**config.mk**
```make
export PLATFORM = sky130hd
export DESIGN_NAME = piso_serializer
export DESIGN_NICKNAME = d
export VERILOG_FILES = /design/src/rtl/piso_serializer.sv
export SDC_FILE = /design/constraint.sdc
export NUM_CORES = 1
export LEC_CHECK = 0
export ABC_AREA = 1
export CORE_AREA = 2 2 42 44
export CTS_BUF_LIST = sky130_fd_sc_hd__clkbuf_4 sky130_fd_sc_hd__clkbuf_8
export CTS_CLUSTER_SIZE = 40
export DETAILED_ROUTE_END_ITERATION = 12
export DIE_AREA = 0 0 44 46
export GPL_TIMING_DRIVEN = 0
export MAX_ROUTING_LAYER = met4
export PLACE_DENSITY = 0.8
export SLEW_MARGIN = 15
export SYNTH_ARGS = -nofsm -noshare
export SYNTH_HDL_FRONTEND = slang
export SYNTH_SLANG_ARGS = --single-unit
```
**constraint.sdc**
```tcl
create_clock -name clk -period 3.2 [get_ports clk]
set_clock_uncertainty 0.15 [all_clocks]
set_input_delay 0.32 -clock clk [delete_from_list [all_inputs] [get_ports clk]]
set_output_delay 0.32 -clock clk [all_outputs]
set_load 0.02 [all_outputs]
```
**src/rtl/piso_serializer.sv**
```systemverilog
// rtl/piso_serializer.sv - parallel-in/serial-out stage with valid/ready load and back-to-back frames
// Optional trailing even-parity bit per frame when PISO_PARITY_EN is defined.
module piso_serializer #(
    parameter int WIDTH     = 8,
    parameter bit MSB_FIRST = 1'b1
) (
    input  logic             clk,
    input  logic             rst_n,
    input  logic [WIDTH-1:0] load_data,
    input  logic             load_valid,
    output logic             load_ready,
    output logic             ser_out,
    output logic             ser_valid,
    output logic             frame_done
);

`ifdef PISO_PARITY_EN
    localparam int SW   = WIDTH + 1;
    localparam int LAST = WIDTH;
`else
    localparam int SW   = WIDTH;
    localparam int LAST = WIDTH - 1;
`endif
    localparam int            CW       = $clog2(WIDTH + 1);
    localparam logic [CW-1:0] LAST_CNT = CW'(LAST);

    typedef enum logic {
        IDLE  = 1'b0,
        SHIFT = 1'b1
    } state_t;

    state_t        state_q, state_d;
    logic [SW-1:0] shift_q, shift_d;
    logic [CW-1:0] cnt_q, cnt_d;

    logic [SW-1:0] load_word;
    logic [SW-1:0] shifted;
    logic          head;
    logic          last_bit;
    logic          transfer;

    // The parity bit sits at the tail end so it leaves after the data bits.
    always_comb begin
`ifdef PISO_PARITY_EN
        if (MSB_FIRST) load_word = {load_data, ^load_data};
        else           load_word = {^load_data, load_data};
`else
        load_word = load_data;
`endif
    end

    always_comb begin
        if (MSB_FIRST) begin
            shifted = {shift_q[SW-2:0], 1'b0};
            head    = shift_q[SW-1];
        end else begin
            shifted = {1'b0, shift_q[SW-1:1]};
            head    = shift_q[0];
        end
    end

    assign last_bit   = (state_q == SHIFT) && (cnt_q == LAST_CNT);
    assign load_ready = (state_q == IDLE) || last_bit;
    assign transfer   = load_valid && load_ready;
    assign ser_valid  = (state_q == SHIFT);
    assign ser_out    = (state_q == SHIFT) && head;
    assign frame_done = last_bit;

    always_comb begin
        state_d = state_q;
        shift_d = shift_q;
        cnt_d   = cnt_q;
        case (state_q)
            IDLE: begin
                if (transfer) begin
                    state_d = SHIFT;
                    shift_d = load_word;
                    cnt_d   = '0;
                end
            end
            SHIFT: begin
                if (last_bit) begin
                    cnt_d = '0;
                    if (transfer) begin
                        shift_d = load_word;
                    end else begin
                        state_d = IDLE;
                        shift_d = '0;
                    end
                end else begin
                    shift_d = shifted;
                    cnt_d   = cnt_q + CW'(1);
                end
            end
            default: begin
                state_d = IDLE;
                shift_d = '0;
                cnt_d   = '0;
            end
        endcase
    end

    always_ff @(posedge clk or negedge rst_n) begin
        if (!rst_n) begin
            state_q <= IDLE;
            shift_q <= '0;
            cnt_q   <= '0;
        end else begin
            state_q <= state_d;
            shift_q <= shift_d;
            cnt_q   <= cnt_d;
        end
    end

endmodule

```
# [Word-level counts from Yosys, hierarchy flattened]
# Index checks and enable logic that the tools add are counted.
[classes] add_sub_neg=1 multipliers=0 n_div=0 n_lt_le_gt_ge=0 n_eq_ne=2 shifts=0 mux=10 bitwise=1 reduce_logical=4
[op_table] operator="two-way mux 8 bit" n=3
[op_table] operator="case mux 8 bit (2 select lines)" n=1
[op_table] operator="two-way mux 4 bit" n=2
[op_table] operator="case mux 4 bit (2 select lines)" n=1
[op_table] operator="adder 4 x 1 -> 4 bit, second input constant" n=1
[op_table] operator="equality test 4 x 3 -> 1 bit, second input constant" n=1
[op_table] operator="logical AND 1 bit" n=3
[op_table] operator="two-way mux 1 bit" n=2
[op_table] operator="!= test 2 bit, second input constant" n=1
[op_table] operator="case mux 1 bit (2 select lines)" n=1
[op_table] operator="logical OR 1 bit" n=1
[op_table] operator="inverter 1 bit" n=1
[totals] ff_bits=13 latch_bits=0 ramBits=0 romBits=0 output_inout_bits=4 mem_count=0

# [Longest topological paths before layout]
# Gate-level depths: netlist (run 1).
[depth] word_depth=7 depth_mapped=6 mapped_depth_nobuf=6

# [Worst setup path after synthesis (run 1)]
# Ideal clock, no wire load.
[synth_path] kind="register -> output" startpoint="register state_q (netlist: ser_valid)" endpoint="output port frame_done" arrival_time_ns=1.078 slack_ns=1.652 path_stages_with_launch=4 path_buffers=1 path_cell_list="dfrtp_1 -> buf_4 -> inv_1 -> nor2_1"
[synth_via] elab_chain_cells=1
[synth_lines] element="from (decl)" line="32" rtl="state_t state_q, state_d;"
[synth_lines] element="from (signal assigned)" line="109" rtl="state_q <= state_d;"
[synth_lines] element="logical AND 1 bit" line="62" rtl="assign last_bit = (state_q == SHIFT) && (cnt_q == LAST_CNT);"
[synth_lines] element="to (decl)" line="14" rtl="output logic frame_done"
# Every way passes these cells.

# [Worst setup path after layout (run 1)]
[layout_path] startpoint="register cnt_q[1]" endpoint="output port load_ready"
[layout_via] elab_chain_cells=3
[layout_lines] element="from (decl)" line="34" rtl="logic [CW-1:0] cnt_q, cnt_d;"
[layout_lines] element="from (signal assigned)" line="111" rtl="cnt_q <= cnt_d;"
[layout_lines] element="equality test 4 x 3 -> 1 bit" line="62"
[layout_lines] element="logical AND 1 bit" line="62"
[layout_lines] element="logical OR 1 bit" line="63" rtl="assign load_ready = (state_q == IDLE) || last_bit;"
[layout_lines] element="to (decl)" line="11" rtl="output logic load_ready,"
# Every way passes these cells.

==> flow_metrics.tcl, run 1 <==
set metrics [dict create \
    outcome "complete, no violations" \
    postCtsSetupBuffers 0 \
    peakVddDrop_mv 0.319 \
    cts_tree "built" \
    cts-root-buf "clkbuf_4" \
    dieHeight_um 46 \
    wl_per_cell_um 10.9 \
    grt_pass1_vias 521 \
    gr-total-overflow 0 \
    first_pass_iters 4 \
    vias 615 \
    floorplan.rows 15 \
    cp.arrival_ps 1900 \
    clk_pin_slew_ps 80 \
    min_period_over_period_pct 74.2 \
    cts_max_level 1 \
    synth_nets 102 \
    synthFlopType "dfrtp_1" \
    cp-end-kind "primary output" \
    period_needed_ps 2370 \
    dp_hpwl_um 1030 \
    ant_nets 0 \
    synth_area_um2 698 \
    powerDensity_mw_per_mm2 849 \
    hold_class "primary input to asynchronous set/reset pin" \
    finish.instance_area_um2 890 \
    required_ps 2730 \
    dieWidth_um 44 \
    postPlaceCellArea_um2 860 \
    ios 15 \
    design.core.area_mm2 0.00161 \
    clockBufferDepth 2 \
    r2r_start "cnt_q[1]" \
    yosysMostFrequentCell "nand2_1" \
    tightest_slew_ps 592 \
    ys_top_cells_by_area "dfrtp_1 47%, nand2_1 14%, nand3_1 6.5%" \
    drt_iter0_drc 4 \
    final_layout_size_suffix_gt1_share_pct 11.1 \
    fin_nets 121 \
    cts_sinks 13 \
    grt_antenna_before_repair 0 \
    max_clock_freq_ghz 0.421 \
    drc 0 \
    yosys_warnings 0 \
    netlist_instances 90 \
    clk_latency_ps 270 \
    setup_viol 0 \
    cp-start-kind "flip-flop" \
    relSlewSlack_pct 60.4 \
    cts.hold.buffers_added 0 \
    synth_common_cells "26 x nand2_1, 13 x dfrtp_1, 12 x inv_1" \
    syn_area_per_cell_um2 7.76 \
    p_leak_nw 0.465 \
    dieArea_mm2 0.00202 \
    yosys_register_bits 13 \
    ys_seq_area_share_pct 46.6 \
    synth_async_sr_flop_share_pct 100 \
    cp_max_fo 10 \
    grt_max_degree 14 \
    portBuffers 14 \
    synth.distinct_cells 16 \
    synth-edff-count 0 \
    yosysTopAreaCellShare_pct 46.6 \
    syn2layout_area_growth_pct 27.4 \
    rsz0062_at_grt "no" \
    r2r_cells 5 \
    routed_wl_um 1370 \
    maxCapViolations 0 \
    viasPerCell 4.92 \
    startpoint "cnt_q[1]" \
    initial_utilization_pct 43.3 \
    yosysTopAreaCell "dfrtp_1" \
    path_class "flip-flop to primary output" \
    grt_usage_pct 15.5 \
    cts.repair.resized 0 \
    grt_first_pass_wirelength_um 2190 \
    fin_tns_setup_ps 0 \
    drv_slew 0 \
    hold_viol_final 0 \
    diodes 0 \
    cts_made_buffers 3 \
    gp_congestion 0.813 \
]
cell usage in the layout, fill, tap and decap left out, drive strengths merged:
| master | Yosys | final |
|---|---|---|
| buf | 3 | 3 |
| clkbuf | 0 | 4 |
| o21ai | 1 | 1 |
| nand4 | 2 | 2 |
| ha | 1 | 1 |
| a31oi | 1 | 1 |
| nand3 | 10 | 10 |
| inv | 13 | 13 |
| dfrtp | 13 | 13 |
| a21oi | 9 | 9 |
| clkdlybuf4s50 | 0 | 14 |
| nand2 | 26 | 26 |
| nor2 | 11 | 11 |
routing by layer:
layer	track usage [%]	vias to the layer above	routed length (um)
met5	-	-	0
met4	5.45	0	9
met3	4.76	2	39
met2	24.1	6	695
met1	19.0	288	621
li1	-	319	-
flip-flops by register name, summed over array words and instances, names as in the netlist:
| name | cells |
|---|---|
| shift_q | 8 |
| cnt_q | 4 |
| ser_valid | 1 |
cell type report:
| type | count | area, um2 |
|---|---|---|
| Tap cell | 17 | 21.3 |
| Inverter | 13 | 48.8 |
| Multi-Input combinational cell | 61 | 298 |
| Timing Repair Buffer | 14 | 140 |
| Sequential cell | 13 | 325 |
| Clock buffer | 4 | 30.0 |
| Fill cell | 150 | 724 |
| Buffer | 3 | 26.3 |
final timing paths:
kind / to / slack, ps
worst max-delay path: load_ready / 830
worst min register to register: shift_q[0] / 350
max in group asynchronous: shift_q[1] / 2250
worst min-delay path: cnt_q[2] / 270
worst max register to register: shift_q[4] / 1730
min in group clk: shift_q[0] / 350
logic make-up (layout without fill, tap and decap cells):
logic type / after synthesis / after routing / synth area share, %
compound gates: 11 / 11 / 9.14
fa+ha+maj: 1 / 1 / 1.79
buf+inv: 16 / 34 / 10.8
flops: 13 / 13 / 46.6
simple gates: 49 / 49 / 31.7
power by group:
group	switching (mW)	internal [mW]
Sequential	0.0420	0.234
Clock	0.0531	0.0567
Combinational	0.210	0.160
critical path, stage by stage (launching register included):
cell and delay [ps]:
dfrtp_1 390, ha_1 270, nand3_4 160, nand2_1 180, clkdlybuf4s50_1 630
metrics by stage:
stage,hold WS (ps),setup slack (ps),cells,util [%],power (mW)
3_5_place_dp,335,1130,121,53.3,0.651
4_1_cts,294,829,125,55.1,0.762
5_1_grt,296,731,125,55.1,0.827
6_report,267,826,125,55.1,0.755
3_3_place_gp,325,1150,121,53.3,0.634
2_1_floorplan,-126,1650,90,-,0.542
Power figures use the tool's default switching activity.
==> run 2, diff against run 1 <==
==> constraint.sdc (replaced) <==
create_clock -name clk -period 2.2 [get_ports clk]
set_clock_uncertainty 0.15 [all_clocks]
set_input_delay 0.22 -clock clk [delete_from_list [all_inputs] [get_ports clk]]
set_output_delay 0.22 -clock clk [all_outputs]
set_load 0.02 [all_outputs]
==> run 2 against run 1 <==
Clock-buffer cell count did not move. Critical path depth did not move. Core utilization rose by 0.078 points. Via count rose by 0.16%. Sequential share of layout area fell by 0.051 points. First-iteration DRC count rose by 100%. Worst hold slack got worse by 100 ps. Global-route usage did not move. Sequential power rose by 45%. Sequential cell count did not move. Critical endpoint is now ser_out. Largest cell class unchanged.
==> flow_metrics.tcl, run 2 (synthesis gave the netlist of run 1 again) <==
set metrics [dict create \
    layout_common_cells "26 x nand2_1, 13 x dfrtp_1, 12 x inv_1, 12 x clkdlybuf4s50_1, 10 x nor2_1" \
    p_total_mw 1.09 \
    required_ps 1830 \
    design.core.area_mm2 0.00161 \
    comb_power_share_pct 48.6 \
    cp_max_fo 10 \
    dp_hpwl_um 1030 \
    min_period_over_period_pct 90.8 \
    p_leak_nw 0.486 \
    powerDensity_mw_per_mm2 1220 \
    outcome "complete, no violations" \
    wl_per_cell_um 10.9 \
    intPower_mw 0.647 \
    clkPwrFrac_pct 14.6 \
    cts_max_level 1 \
    dieWidth_um 44 \
    syn2layout_area_growth_pct 27.6 \
    swShare_pct 40.6 \
    ant_nets 0 \
    setup_viol 0 \
    portBuffers 14 \
    dieArea_mm2 0.00202 \
    startpoint "ser_valid" \
    path_delay_family "buffers and inverters" \
    slowest_delay_ps 590 \
    r2r_start "cnt_q[1]" \
    fin_ws_ps 202 \
    instances_no_fill 125 \
    final_common_cell "nand2_1" \
    hold_viol_final 0 \
    grt_antenna_before_repair 0 \
    critPathSlowestCell "clkdlybuf4s50_1" \
    hold_class "primary input to asynchronous set/reset pin" \
    postCtsSetupBuffers 0 \
    fin_tns_setup_ps 0 \
    gp_congestion 0.813 \
    clk_pin_slew_ps 80 \
    rsz0062_at_grt "no" \
    first_pass_iters 4 \
    final_layout_size_suffix_gt1_share_pct 11.1 \
    viasPerCell 4.93 \
    relSlewSlack_pct 60.5 \
    place_inst 121 \
    gr-total-overflow 0 \
    cp-end-kind "primary output" \
    routed_wl_um 1370 \
    initial_utilization_pct 43.3 \
    period_needed_ps 2000 \
    grt_max_degree 14 \
    drt_iter0_drc 8 \
    fillers 150 \
    tightest_slew_ps 591 \
    utilization_pct 55.2 \
    cts_sinks 13 \
    cp-start-kind "flip-flop" \
    peakVddDrop_mv 0.455 \
    fin_nets 121 \
    largest_reg_flops 8 \
    cts-root-buf "clkbuf_4" \
    clockBufferDepth 2 \
    grt_first_pass_wirelength_um 2190 \
    cts_tree "built" \
    path_class "flip-flop to primary output" \
    max_clock_freq_ghz 0.501 \
    cts_made_buffers 3 \
    diodes 0 \
    regMostFlops "shift_q" \
    grt_pass1_vias 521 \
    pre_cts_ws_ps 229 \
    dieHeight_um 46 \
    drc 0 \
    path_buf_inv 3 \
    vias 616 \
    cts.repair.resized 1 \
    floorplan.rows 15 \
    p_switching_mw 0.443 \
    cts.hold.buffers_added 0 \
    ios 15 \
    maxCapViolations 0 \
    clk_latency_ps 270 \
    grt_usage_pct 15.5 \
    seqPwrFrac_pct 36.8 \
    cp.arrival_ps 1630 \
    path_cells "buf_4 > nand2_1 > inv_1 > clkdlybuf4s50_1" \
    drv_slew 0 \
]
[run 2: through the flow]
step | hold slack [ps] | instance area [um2]
finish | 167 | 891
global placement | 325 | 860
global route | 196 | 891
detailed placement | 335 | 860
floorplan | -226 | 698
CTS | 194 | 888
[run 2: worst register-to-register path, stage by stage, from the launching register on]
cell     delay [ps]
dfrtp_1         390
ha_1            270
nand4_1         110
nand2_1         220
nand2_1         110
a21oi_2         140
[run 2: final timing paths]
check | endpoint | slack (ps) | cells after the start
max in group asynchronous | shift_q[1] | 1350 | 1
min | cnt_q[2] | 170 | 1
max reg2reg | shift_q[4] | 730 | 5
min in group clk | shift_q[2] | 340 | 3
max | ser_out | 200 | 4
min reg2reg | shift_q[0] | 350 | 2
[run 2: cell type report]
cell class | instances | area [um2] | share of cell area [%]
repair buffers | 14 | 141 | 15.9
well taps | 17 | 21.3 | 2.39
flip-flops and latches | 13 | 325 | 36.5
plain buffers | 3 | 26.3 | 2.95
multi-input cells | 61 | 298 | 33.4
inverters | 13 | 48.8 | 5.48
clock buffers | 4 | 30.0 | 3.37
[run 2: power by group through the flow]
stage	Sequential (mW)	Clock (mW)	Combinational, mW
CTS	0.401	0.164	0.536
global route	0.413	0.178	0.602
global placement	0.400	0	0.522
floorplan	0.397	0	0.391
finish	0.401	0.160	0.529
detailed placement	0.407	0	0.541
[run 2: layer usage]
layer	global-route usage [%]	part of all wire (%)	up-vias
met5	-	0	-
met4	5.45	0.66	0
met3	4.76	3.0	2
met2	24.1	51	6
met1	19.0	46	289
li1	-	-	319
==> run 3, diff against run 2 <==
==> constraint.sdc (replaced) <==
create_clock -name clk -period 2.5 [get_ports clk]
set_clock_uncertainty 0.15 [all_clocks]
set_input_delay 0.25 -clock clk [delete_from_list [all_inputs] [get_ports clk]]
set_output_delay 0.25 -clock clk [all_outputs]
set_load 0.02 [all_outputs]
==> results of run 3 <==
Same layout as run 1 (identical final DEF). Status: complete, no violations.
Among the figures that moved: setup slack after placement 1130 ps -> 499 ps; setup slack after layout 826 ps -> 196 ps; hold slack 267 ps -> 197 ps; register-to-register setup slack 1730 ps -> 1030 ps; total power 0.755 mW -> 0.966 mW; worst IR drop on VDD 0.319 mV -> 0.408 mV
